### src/rtl/hazard_pkg.sv
// rtl/hazard_pkg.sv - shared types and constants for the pipeline hazard controller
package hazard_pkg;

    localparam int REG_W = 5;
    localparam logic [REG_W-1:0] REG_X0 = 5'd0;
    // Instruction loaded into IF/ID when it is flushed (addi x0, x0, 0)
    localparam logic [31:0] NOP_INSTR = 32'h0000_0013;

    typedef enum logic [1:0] {
        INIT   = 2'd0,
        RUN    = 2'd1,
        FREEZE = 2'd2
    } hazard_state_e;

    // A load in EX whose rd feeds either source of the instruction in ID; x0 never hazards
    function automatic logic reg_hazard(input logic [REG_W-1:0] rd,
                                        input logic [REG_W-1:0] rs1,
                                        input logic [REG_W-1:0] rs2);
        return (rd != REG_X0) && ((rd == rs1) || (rd == rs2));
    endfunction

endpackage

### src/rtl/hazard_ctrl_if.sv
// rtl/hazard_ctrl_if.sv - pipeline status in / stage enable and flush out bundle
interface hazard_ctrl_if;
    import hazard_pkg::*;

    logic [REG_W-1:0] id_rs1addr;
    logic [REG_W-1:0] id_rs2addr;
    logic             ex_memread;
    logic [REG_W-1:0] ex_rdaddr;
    logic             ex_branch_taken;
    logic             im_stall;
    logic             dm_stall;

    logic             pc_write;
    logic             ifid_write;
    logic             ifid_flush;
    logic             idex_write;
    logic             idex_flush;
    logic             exmem_write;
    logic             memwb_write;

    // Datapath side: reports hazards, consumes stage controls
    modport master (
        output id_rs1addr, id_rs2addr, ex_memread, ex_rdaddr,
               ex_branch_taken, im_stall, dm_stall,
        input  pc_write, ifid_write, ifid_flush, idex_write, idex_flush,
               exmem_write, memwb_write
    );

    // Controller side
    modport slave (
        input  id_rs1addr, id_rs2addr, ex_memread, ex_rdaddr,
               ex_branch_taken, im_stall, dm_stall,
        output pc_write, ifid_write, ifid_flush, idex_write, idex_flush,
               exmem_write, memwb_write
    );

endinterface

### src/rtl/hazard_perf_cnt.sv
// rtl/hazard_perf_cnt.sv - saturating event counter
module hazard_perf_cnt #(
    parameter int CNT_W = 32
) (
    input  logic             clk,
    input  logic             rst_n,
    input  logic             inc,
    output logic [CNT_W-1:0] count
);

    // Count events, sticking at all-ones rather than wrapping
    always_ff @(posedge clk or negedge rst_n) begin
        if (!rst_n) begin
            count <= '0;
        end else if (inc && (count != '1)) begin
            count <= count + 1'b1;
        end
    end

endmodule

### src/rtl/hazard_ctrl.sv
// rtl/hazard_ctrl.sv - 5-stage pipeline stall/flush sequencer; HAZARD_PERF_EN adds counters
module hazard_ctrl
    import hazard_pkg::*;
#(
    parameter int INIT_CYCLES = 2,
    parameter int CNT_W       = 32
) (
    input  logic             clk,
    input  logic             rst_n,
    hazard_ctrl_if.slave     hz,
    output logic [CNT_W-1:0] stall_cycles,
    output logic [CNT_W-1:0] bubble_cnt,
    output logic [CNT_W-1:0] flush_cnt
);

    localparam logic [3:0] INIT_LAST = 4'(INIT_CYCLES - 1);

    hazard_state_e state, state_nxt;
    logic [3:0]    init_cnt, init_cnt_nxt;
    logic          redirect_pend, redirect_pend_nxt;

    logic mem_busy;
    logic load_use;
    logic redir;

    logic pc_write, ifid_write, ifid_flush;
    logic idex_write, idex_flush, exmem_write, memwb_write;
    logic stall_inc, bubble_inc, flush_inc;

    assign mem_busy = hz.im_stall | hz.dm_stall;
    assign load_use = hz.ex_memread & reg_hazard(hz.ex_rdaddr, hz.id_rs1addr, hz.id_rs2addr);
    // A redirect remembered from a freeze is replayed as if EX had just resolved it
    assign redir    = hz.ex_branch_taken | redirect_pend;

    // State, init counter and pending-redirect flag
    always_ff @(posedge clk or negedge rst_n) begin
        if (!rst_n) begin
            state         <= INIT;
            init_cnt      <= '0;
            redirect_pend <= 1'b0;
        end else begin
            state         <= state_nxt;
            init_cnt      <= init_cnt_nxt;
            redirect_pend <= redirect_pend_nxt;
        end
    end

    // Next state and stage controls decoded from state, pending redirect and hazard inputs
    always_comb begin
        state_nxt         = state;
        init_cnt_nxt      = init_cnt;
        redirect_pend_nxt = redirect_pend;
        pc_write          = 1'b0;
        ifid_write        = 1'b0;
        ifid_flush        = 1'b0;
        idex_write        = 1'b0;
        idex_flush        = 1'b0;
        exmem_write       = 1'b0;
        memwb_write       = 1'b0;
        stall_inc         = 1'b0;
        bubble_inc        = 1'b0;
        flush_inc         = 1'b0;

        case (state)
            INIT: begin
                init_cnt_nxt = init_cnt + 4'd1;
                if (init_cnt == INIT_LAST) begin
                    state_nxt = RUN;
                end
            end

            RUN: begin
                if (mem_busy) begin
                    // Freeze starts this very cycle; nothing moves, a redirect waits
                    state_nxt = FREEZE;
                    stall_inc = 1'b1;
                    if (hz.ex_branch_taken) begin
                        redirect_pend_nxt = 1'b1;
                    end
                end else begin
                    pc_write    = 1'b1;
                    ifid_write  = 1'b1;
                    idex_write  = 1'b1;
                    exmem_write = 1'b1;
                    memwb_write = 1'b1;
                    if (redir) begin
                        // Squash the two wrong-path instructions; counts once even if both sources are set
                        ifid_flush        = 1'b1;
                        idex_flush        = 1'b1;
                        redirect_pend_nxt = 1'b0;
                        flush_inc         = 1'b1;
                    end else if (load_use) begin
                        // Hold PC and IF/ID, send a bubble into EX; the load moves on so this lasts one cycle
                        pc_write   = 1'b0;
                        ifid_write = 1'b0;
                        idex_flush = 1'b1;
                        bubble_inc = 1'b1;
                    end
                end
            end

            FREEZE: begin
                stall_inc = 1'b1;
                if (hz.ex_branch_taken) begin
                    redirect_pend_nxt = 1'b1;
                end
                // Resume next cycle so any pending redirect is applied exactly once in RUN
                if (!mem_busy) begin
                    state_nxt = RUN;
                end
            end

            default: begin
                state_nxt = INIT;
            end
        endcase
    end

    assign hz.pc_write    = pc_write;
    assign hz.ifid_write  = ifid_write;
    assign hz.ifid_flush  = ifid_flush;
    assign hz.idex_write  = idex_write;
    assign hz.idex_flush  = idex_flush;
    assign hz.exmem_write = exmem_write;
    assign hz.memwb_write = memwb_write;

`ifdef HAZARD_PERF_EN
    hazard_perf_cnt #(.CNT_W(CNT_W)) u_stall_cnt (
        .clk   (clk),
        .rst_n (rst_n),
        .inc   (stall_inc),
        .count (stall_cycles)
    );

    hazard_perf_cnt #(.CNT_W(CNT_W)) u_bubble_cnt (
        .clk   (clk),
        .rst_n (rst_n),
        .inc   (bubble_inc),
        .count (bubble_cnt)
    );

    hazard_perf_cnt #(.CNT_W(CNT_W)) u_flush_cnt (
        .clk   (clk),
        .rst_n (rst_n),
        .inc   (flush_inc),
        .count (flush_cnt)
    );
`else
    logic unused_perf;
    assign unused_perf  = stall_inc ^ bubble_inc ^ flush_inc;
    assign stall_cycles = '0;
    assign bubble_cnt   = '0;
    assign flush_cnt    = '0;
`endif

endmodule

### src/flat_wrapper.sv
// flat-port wrapper written by rule: the top's interface ports become plain ports
module hazard_ctrl_flat import hazard_pkg::*;
#(
    parameter int INIT_CYCLES = 2,
    parameter int CNT_W       = 32
)
  (clk, rst_n, stall_cycles, bubble_cnt, flush_cnt, hz_id_rs1addr, hz_id_rs2addr, hz_ex_memread, hz_ex_rdaddr, hz_ex_branch_taken, hz_im_stall, hz_dm_stall, hz_pc_write, hz_ifid_write, hz_ifid_flush, hz_idex_write, hz_idex_flush, hz_exmem_write, hz_memwb_write);
  hazard_ctrl_if hz_i ();
  input  logic clk;
  input  logic rst_n;
  output logic [CNT_W-1:0] stall_cycles;
  output logic [CNT_W-1:0] bubble_cnt;
  output logic [CNT_W-1:0] flush_cnt;
  input wire logic [$bits(hz_i.id_rs1addr)-1:0] hz_id_rs1addr;
  input wire logic [$bits(hz_i.id_rs2addr)-1:0] hz_id_rs2addr;
  input wire logic [$bits(hz_i.ex_memread)-1:0] hz_ex_memread;
  input wire logic [$bits(hz_i.ex_rdaddr)-1:0] hz_ex_rdaddr;
  input wire logic [$bits(hz_i.ex_branch_taken)-1:0] hz_ex_branch_taken;
  input wire logic [$bits(hz_i.im_stall)-1:0] hz_im_stall;
  input wire logic [$bits(hz_i.dm_stall)-1:0] hz_dm_stall;
  output wire logic [$bits(hz_i.pc_write)-1:0] hz_pc_write;
  output wire logic [$bits(hz_i.ifid_write)-1:0] hz_ifid_write;
  output wire logic [$bits(hz_i.ifid_flush)-1:0] hz_ifid_flush;
  output wire logic [$bits(hz_i.idex_write)-1:0] hz_idex_write;
  output wire logic [$bits(hz_i.idex_flush)-1:0] hz_idex_flush;
  output wire logic [$bits(hz_i.exmem_write)-1:0] hz_exmem_write;
  output wire logic [$bits(hz_i.memwb_write)-1:0] hz_memwb_write;
  assign hz_i.id_rs1addr = hz_id_rs1addr;
  assign hz_i.id_rs2addr = hz_id_rs2addr;
  assign hz_i.ex_memread = hz_ex_memread;
  assign hz_i.ex_rdaddr = hz_ex_rdaddr;
  assign hz_i.ex_branch_taken = hz_ex_branch_taken;
  assign hz_i.im_stall = hz_im_stall;
  assign hz_i.dm_stall = hz_dm_stall;
  assign hz_pc_write = hz_i.pc_write;
  assign hz_ifid_write = hz_i.ifid_write;
  assign hz_ifid_flush = hz_i.ifid_flush;
  assign hz_idex_write = hz_i.idex_write;
  assign hz_idex_flush = hz_i.idex_flush;
  assign hz_exmem_write = hz_i.exmem_write;
  assign hz_memwb_write = hz_i.memwb_write;
  hazard_ctrl #(.INIT_CYCLES(INIT_CYCLES), .CNT_W(CNT_W)) u_core (.clk(clk), .rst_n(rst_n), .hz(hz_i), .stall_cycles(stall_cycles), .bubble_cnt(bubble_cnt), .flush_cnt(flush_cnt));
endmodule
### config.mk
export PLATFORM = sky130hd
export DESIGN_NAME = hazard_ctrl_flat
export DESIGN_NICKNAME = d
export VERILOG_FILES = /design/src/rtl/hazard_pkg.sv /design/src/rtl/hazard_ctrl_if.sv /design/src/rtl/hazard_perf_cnt.sv /design/src/rtl/hazard_ctrl.sv /design/src/flat_wrapper.sv
export SDC_FILE = /design/constraint.sdc
export NUM_CORES = 1
export LEC_CHECK = 0
export ABC_AREA = 1
export CELL_PAD_IN_SITES_DETAIL_PLACEMENT = 0
export CELL_PAD_IN_SITES_GLOBAL_PLACEMENT = 1
export CORE_MARGIN = 10
export CORE_UTILIZATION = 21
export DETAILED_ROUTE_END_ITERATION = 7
export MAX_ROUTING_LAYER = met4
export PLACE_DENSITY = 0.95
export SETUP_SLACK_MARGIN = 0.4
export SLEW_MARGIN = 20
export SYNTH_ARGS = -nofsm -noshare
export SYNTH_HDL_FRONTEND = slang
export SYNTH_HIERARCHICAL = 1
export SYNTH_SLANG_ARGS = --single-unit
### constraint.sdc
create_clock -name clk -period 2.3 [get_ports clk]
set_input_delay 0.575 -clock clk [delete_from_list [all_inputs] [get_ports clk]]
set_output_delay 0.575 -clock clk [all_outputs]
set_load 0.01 [all_outputs]
======== Word level (Yosys, flattened, before mapping) ========
Index checks and enable logic that the tools add are counted.
word-level totals
  bits in registers ....................... 7
  input port bits ......................... 21
  word-level logic and storage cells ...... 44
operators by class
  add/sub/neg operators ................... 1
  eq/ne operators ......................... 9
  muxes and demuxes ....................... 21
  bitwise gates (word level) .............. 3
  reduce and logical (&&, ||, !) cells .... 7
operators with widths
  kind                 count
  $mux 1               16
  $eq 5x5->1           2
  $mux 2               3
  $pmux 2 s3           1
  $reduce_bool 5->1    1
  $add 4x1->4 const B  1
  $eq 4x1->1 const B   1
  $ne 2x1->1 const B   2
  $ne 3x1->1 const B   1
  $reduce_and 3->1     1
  $eq 2x1->1 const B   1
  $eq 2x2->1 const B   1
  $logic_not 2->1      1
  $ne 2x2->1 const B   1
  $or 1x1->1           2
  $pmux 1 s2           1
  $reduce_and 2->1     1
  $reduce_bool 2->1    1
  $and 1x1->1          1
  $logic_and 1x1->1    1
  $logic_or 1x1->1     1

======== Longest topological paths before layout ========
Gate-level depths: netlist of the first run.
  word-level depth ........................ 8
  mapped depth ............................ 10
  mapped depth without buffers ............ 9

======== Worst setup path after synthesis of the first run ========
Ideal clock, no wire load.
  kind .................................... in2out
  start ................................... input port hz_dm_stall
  end ..................................... output port hz_pc_write
  arrival ................................. 1.361 ns
  data required time ...................... 1.725 ns
  slack ................................... 0.364 ns
  cell stages on the path ................. 6
  buffers on the path ..................... 1
  path through ............................ nor2_1 inv_1 nor2_4 nand2_1 nand2_1 buf_4
between the ends
  cells in the longest elaborated chain, start to end .. 3
RTL lines
  element               RTL line            source
  start: declaration    flat_wrapper.sv:20  input wire logic [$bits(hz_i.dm_stall)-1:0] hz_dm_stall;
  $or 1x1->1            hazard_ctrl.sv:30   assign mem_busy = hz.im_stall | hz.dm_stall;
  $mux 1 (2 in series)  --
  end: declaration      flat_wrapper.sv:21  output wire logic [$bits(hz_i.pc_write)-1:0] hz_pc_write;
No other way between the ends.

======== Worst setup path in the final report of the first run ========
  start ................................... input port hz_id_rs2addr[1]
  end ..................................... output port hz_pc_write
between the ends
  cells in the longest elaborated chain, start to end .. 8
RTL lines
  element             RTL line            source
  start: declaration  flat_wrapper.sv:15  input wire logic [$bits(hz_i.id_rs2addr)-1:0] hz_id_rs2addr;
  $eq 5x5->1          hazard_pkg.sv:19    return (rd != REG_X0) && ((rd == rs1) || (rd == rs2));
  $logic_or 1x1->1    hazard_pkg.sv:19
  $logic_and 1x1->1   hazard_pkg.sv:19
  $and 1x1->1         hazard_ctrl.sv:31   assign load_use = hz.ex_memread & reg_hazard(hz.ex_rdaddr, hz.id_rs1addr, hz.id_rs2addr);
  $mux 1              hazard_ctrl.sv:92   end else if (load_use) begin
  $mux 1              hazard_ctrl.sv:86   if (redir) begin
  $mux 1              hazard_ctrl.sv:73   if (mem_busy) begin
  $mux 1              hazard_ctrl.sv:64   case (state)
No other way between the ends.

==> results.toml, run 1 <==
[run_status]
status = "finished clean"

[floorplan]
io_pins = 124
die_area_um2 = 9860
start_util_pct = 21.9
die_x_um = 99.3
rows = 28
die_height_um = 99.3
core_area_um2 = 6030

[logic_synthesis]
syn_avg_cell_area_um2 = 6.81
yosysWarnings = 6
postSynthCellCount = 194
synth_edf_count = 0
synth_area_um2 = 1320
synth_compound_area_share_pct = 1.80
synthFlopType = "dfrtp_1"
async_flop_share_pct = 100
synthMuxAreaShare_pct = 0
seq_area_frac_synth_pct = 13.3
synthXorXnorAreaFrac_pct = 3.31
synth_simple_gate_area_share_pct = 16.7
synth_top_family_by_area = "buffers and inverters"
synth_fa_ha_area_share_pct = 1.89
ys_seq_elements = 7
ys_types = 17

[placement]
place_area_um2 = 1330
portBuffers = 27
hpwlAfterDp_mm = 2.70
finalWeightedCongestion = 0.831

[drt]
ant_nets = 0
vias = 898
wire_per_inst_um = 9.90
wirelength_mm = 3.00
route.detailed.drc = 0
detail_route.vias_per_cell = 2.96
drt_first_pass_iters = 2
drt_iter0_drc = 7

[global_routing]
antenna_found_initial = 0
grt_pass1_wl_mm = 4.49
grt_max_degree = 8
grt.total_usage_pct = 5.61
grt_pass1_vias = 1047
grt_overflow_total = 0

[worst_setup_path]
required_ns = 1.73
arrival_ns = 1.38
crit_path_start_kind = "input port"
worst_setup_path_end_kind = "primary output"
worst-r2r-cell-count = 3
critPathKind = "in -> out"
crit_fanout = 2

[timing]
slew_violations = 0
report.final.hold_viol_count = 0
min_period_ns = 1.95
finClkSkew_ns = 0.00114
finalCritPeriodShare_pct = 84.9
tns_ns = 0
rsz0062_at_grt = "true"
clock.fmax_mhz = 512
timing.final.setup_violations = 0

[final_layout]
drive_above_1_share_pct = 26.8
n_fill_cell = 668
stdcell_area_um2 = 1420
area_delta_synth_final_pct = 7.77
register_area_um2 = 175
antenna_cells = 0
multiInputGateArea_um2 = 721
nets = 252

[clocking]
path_clk_slew_ns = 0.04
cts_tree = "built"
cts_sinks = 7
cts_buffers = 3
cts_max_path_buffers = 2
root_buffer = "clkbuf_8"
cts_max_level = 1
clk_latency_ns = 0.23
cts-hold-fix-buffers = 0

[hold_path]
hold_path_class = "reg -> reg"
min_path_cells = 1

[pwr]
p_leak_uw = 0.000883
powerDensity_nw_per_um2 = 601
peakVddDrop_mv = 0.195

[flow_run]
drv_cap = 0
[report_power, final]
part / switching, µW / internal [µW] / leakage (µW)
sequential: 49.9 / 189 / 0.0000841
combinational: 273 / 169 / 0.000776
clock: 54.8 / 120 / 0.0000228
total: 378 / 479 / 0.000883
[cell usage after synthesis (3+ instances only)]
| cell type | count | area [µm²] |
|---|---|---|
| buf_4 | 99 | 743 |
| dfrtp_1 | 7 | 175 |
| inv_1 | 19 | 71.3 |
| inv_2 | 4 | 15.0 |
| nand2_1 | 35 | 131 |
| nand3_1 | 3 | 15.0 |
| nor2_1 | 10 | 37.5 |
| xnor2_1 | 3 | 26.3 |
[registers in the layout (all words and copies together), names as in the netlist]
| signal | cells |
|---|---|
| u_core/init_cnt | 4 |
| u_core/state | 2 |
| u_core/redirect_pend | 1 |
[critical path, cell delays in order]
cell and delay (ns):
buf_6 0.07, inv_1 0.05, nand2_2 0.05, nand2_1 0.04
nor2_1 0.09, nand3_1 0.08, nand2_1 0.10, nand2_1 0.06
nand2_1 0.07, nand2_2 0.06, buf_6 0.12
[placed cells by master (no fill, tap or decap)]
cell type | netlist | layout
a21oi_1 | 1 | 1
buf_2 | 0 | 10
buf_4 | 99 | 7
buf_6 | 0 | 12
buf_8 | 0 | 2
clkbuf_1 | 0 | 1
clkbuf_8 | 0 | 3
clkdlybuf4s50_1 | 0 | 1
conb_1 | 1 | 96
dfrtp_1 | 7 | 7
dlygate4sd2_1 | 0 | 2
ha_1 | 2 | 2
inv_1 | 19 | 13
inv_2 | 4 | 8
inv_4 | 0 | 1
inv_6 | 0 | 1
nand2_1 | 35 | 26
nand2_2 | 0 | 9
nand3_1 | 3 | 2
nand3_2 | 0 | 1
nand4_1 | 2 | 2
nor2_1 | 10 | 7
nor2_2 | 2 | 4
nor2_4 | 1 | 2
o21ai_0 | 2 | 1
o21ai_1 | 0 | 1
o32ai_1 | 1 | 1
xnor2_1 | 3 | 2
xnor2_2 | 0 | 1
xor2_1 | 2 | 2
[area by class of cell]
type / count / share of cell area [%]
multi-input combinational: 160 / 50.6
clock buffer: 4 / 3.16
sequential: 7 / 12.3
inverter: 23 / 6.59
timing repair buffer: 34 / 20.7
tap: 75 / 6.59
[per-layer routing]
| metal | part of all wire (%) | wire [µm] | GRT usage (%) | up-vias |
|---|---|---|---|---|
| met5 | 0 | 0 | - | - |
| met2 | 54 | 1610 | 9.72 | 64 |
| met1 | 35 | 1050 | 5.01 | 385 |
| met3 | 9.1 | 274 | 2.01 | 4 |
| li1 | - | - | - | 445 |
| met4 | 2.3 | 70 | 3.97 | 0 |
[kinds of logic after synthesis]
| kind of cell | after synthesis |
|---|---|
| AOI/OAI and AO/OA | 4 |
| xor gates and xnor gates | 5 |
| DFF | 7 |
| other | 1 |
| and+or+nand+nor | 53 |
| adders and majority gates | 2 |
| buffers and inverters | 122 |
[final timing paths]
check | slack, ns | startpoint | to
setup / recovery | 0.35 | hz_id_rs2addr[1] | hz_pc_write
hold / removal | 0.48 | u_core/init_cnt[3] | u_core/init_cnt[3]
setup reg to reg | 1.29 | u_core/state[1] | u_core/init_cnt[3]
hold reg to reg | 0.48 | u_core/init_cnt[3] | u_core/init_cnt[3]
max in group asynchronous | 1.45 | rst_n | u_core/redirect_pend
min in group asynchronous | 0.61 | rst_n | u_core/init_cnt[2]
[stage by stage]
stage | power, µW | std cells | worst slack [ns] | utilization (%) | hold WS, ns
3_3_place_gp | 631 | 296 | -0.478 | 22.1 | 0.462
4_1_cts | 841 | 303 | 0.319 | 22.5 | 0.476
3_5_place_dp | 658 | 296 | -0.490 | 22.1 | 0.464
5_1_grt | 947 | 303 | 0.232 | 23.6 | 0.501
2_1_floorplan | 645 | 289 | 0.415 | - | 0.279
6_report | 856 | 303 | 0.347 | 23.6 | 0.479
[what timing repair did]
action                     4_1_cts  5_1_grt
pin swaps                       29       22
gates resized for setup        118       21
buffers inserted                 3        0
setup endpoints to repair        7        7
cloned                           0        0
(Power assumes the default switching activity.)
==> inputs of run 2 (changes only) <==
--- a/config.mk
+++ b/config.mk
@@ -9,10 +9,10 @@
 export CELL_PAD_IN_SITES_DETAIL_PLACEMENT = 0
 export CELL_PAD_IN_SITES_GLOBAL_PLACEMENT = 1
 export CORE_MARGIN = 10
-export CORE_UTILIZATION = 21
+export CORE_UTILIZATION = 17
 export DETAILED_ROUTE_END_ITERATION = 7
 export MAX_ROUTING_LAYER = met4
-export PLACE_DENSITY = 0.95
+export PLACE_DENSITY = 0.84
 export SETUP_SLACK_MARGIN = 0.4
 export SLEW_MARGIN = 20
 export SYNTH_ARGS = -nofsm -noshare
==> constraint.sdc (replaced) <==
create_clock -name clk -period 1.62 [get_ports clk]
set_input_delay 0.405 -clock clk [delete_from_list [all_inputs] [get_ports clk]]
set_output_delay 0.405 -clock clk [all_outputs]
set_load 0.01 [all_outputs]
==> results.toml, run 2 (synthesis gave the netlist of run 1 again) <==
[final_layout]
largest_reg_flops = 4
largest_registers = "u_core/init_cnt x4, u_core/state x2, u_core/redirect_pend x1"
nets = 257
final_cell_mix = "96 x conb_1, 24 x nand2_1, 20 x buf_6"
area_delta_synth_final_pct = 19.5
antenna_cells = 0
final_common_cell = "conb_1"
n_fill_cell = 871
drive_above_1_share_pct = 28.3
regMostFlops = "u_core/init_cnt"

[drt]
drt_iter0_drc = 14
top_layer = "met4"
dr_wl_met3_um = 363
route.detailed.drc = 0
drt_first_pass_iters = 3
vias = 940
wire_per_inst_um = 9.21
detail_route.vias_per_cell = 2.81
met2_length_mm = 1.54
wirelength_mm = 3.09
ant_nets = 0
wl_met1_mm = 1.13

[timing]
finalCritPeriodShare_pct = 102
tns_ns = -0.0542
fin_hold_ws_ns = 0.440
report.final.hold_viol_count = 0
setup_ws_ns = -0.0273
min_period_ns = 1.65
rsz0062_at_grt = "true"
finClkSkew_ns = 0.00352
clock.fmax_mhz = 607
slew_violations = 0
timing.final.setup_violations = 2

[pwr]
pwr-share-clk_pct = 18.4
p_switching_uw = 568
fin_total_pwr_uw = 1330
p_leak_uw = 0.000925
pwr-share-seq_pct = 25.3
powerDensity_nw_per_um2 = 844
p_comb_share_pct = 56.2
power.internal_uw = 765
swShare_pct = 42.6
peakVddDrop_mv = 0.252

[global_routing]
grt_pass1_vias = 1049
grt.total_usage_pct = 4.70
grt_pass1_wl_mm = 4.44
grt_max_degree = 8
grt_overflow_total = 0
antenna_found_initial = 0

[worst_setup_path]
arrival_ns = 1.24
path_cells = "buf_8, nor2_4, nor2_2, nor2_1, nand3_1, nand2_2, nand2_1, nand2_1, nand2_2, buf_6"
crit_start = "hz_id_rs2addr[0]"
r2r_slack_ns = 0.24
critPathKind = "in -> out"
worst_setup_path_end_kind = "primary output"
crit_fanout = 2
crit_path_start_kind = "input port"
slowest_stage = "buf_6"
timing.rr.start = "u_core/redirect_pend"
required_ns = 1.21
slowest_delay_ns = 0.12

[floorplan]
die_height_um = 108
die_area_um2 = 11700
start_util_pct = 17.3
core_area_um2 = 7650
die_x_um = 108
rows = 32
io_pins = 124

[placement]
hpwlAfterDp_mm = 2.73
finalWeightedCongestion = 0.826
portBuffers = 27

[clocking]
cts_max_level = 1
cts-hold-fix-buffers = 0
root_buffer = "clkbuf_8"
cts_sinks = 7
path_clk_slew_ns = 0.04
cts_buffers = 3
clk_latency_ns = 0.23
cts_tree = "built"
cts_max_path_buffers = 2

[hold_path]
hold_path_class = "in -> async"

[run_status]
violations = "negative setup slack"
status = "finished, violations left"

[flow_run]
drv_cap = 0
==> run 2: metrics by stage <==
stage,instance area (µm²),std cells,util [%],worst slack (ns)
after detailed placement,1410,324,18.4,-0.901
final,1580,335,20.6,-0.0273
after global placement,1410,324,18.4,-0.891
after CTS,1510,334,19.8,-0.00366
after floorplan,1720,289,-,0.175
after global routing,1580,335,20.6,-0.114
==> run 2: worst paths after layout <==
path,cells after the start,end
max,10,hz_pc_write
min,1,u_core/init_cnt[0]
max reg2reg,10,u_core/redirect_pend
min reg2reg,1,u_core/init_cnt[3]
max in group asynchronous,1,u_core/redirect_pend
min in group clk,1,u_core/init_cnt[3]
==> run 2: worst max-delay path: cells and delay by family <==
family,cells,cell delay [ns]
and+or+nand+nor,8,0.60
buffers and inverters,2,0.22
==> run 2: routing by layer <==
layer,track usage [%],up-vias
li1,-,460
met1,4.65,405
met2,8.23,71
met3,1.25,4
met4,2.58,0
met5,-,-
==> run 2: repair_timing <==
action / 4_1_cts / 5_1_grt
gates resized for setup: 124 / 20
buffers inserted: 6 / 1
setup endpoints to repair: 7 / 8
pin swaps: 27 / 20
gates cloned: 0 / 0
==> run 2: cell type report <==
class | instances | area [µm²] | area share [%]
inverter | 23 | 98.8 | 6.26
multi-input combinational | 160 | 734 | 46.5
clock buffer | 4 | 45.0 | 2.85
sequential | 7 | 175 | 11.1
timing repair buffer | 39 | 398 | 25.2
tap | 102 | 128 | 8.08
==> run 2: power groups by stage <==
stage               clock network (µW)  registers, µW  logic, µW
detailed placement                   0            335        642
global placement                     0            327        616
floorplan                            0            325        603
global route                       269            350        848
CTS                                255            333        709
finish                             246            338        750
==> inputs of run 3 (changes only) <==
--- a/config.mk
+++ b/config.mk
@@ -10,6 +10,7 @@
 export CELL_PAD_IN_SITES_GLOBAL_PLACEMENT = 1
 export CORE_MARGIN = 10
 export CORE_UTILIZATION = 17
+export CTS_CLUSTER_DIAMETER = 40
 export DETAILED_ROUTE_END_ITERATION = 7
 export MAX_ROUTING_LAYER = met4
 export PLACE_DENSITY = 0.84
==> results of run 3 <==
Final layout, timing and power as in run 2 (identical DEF).
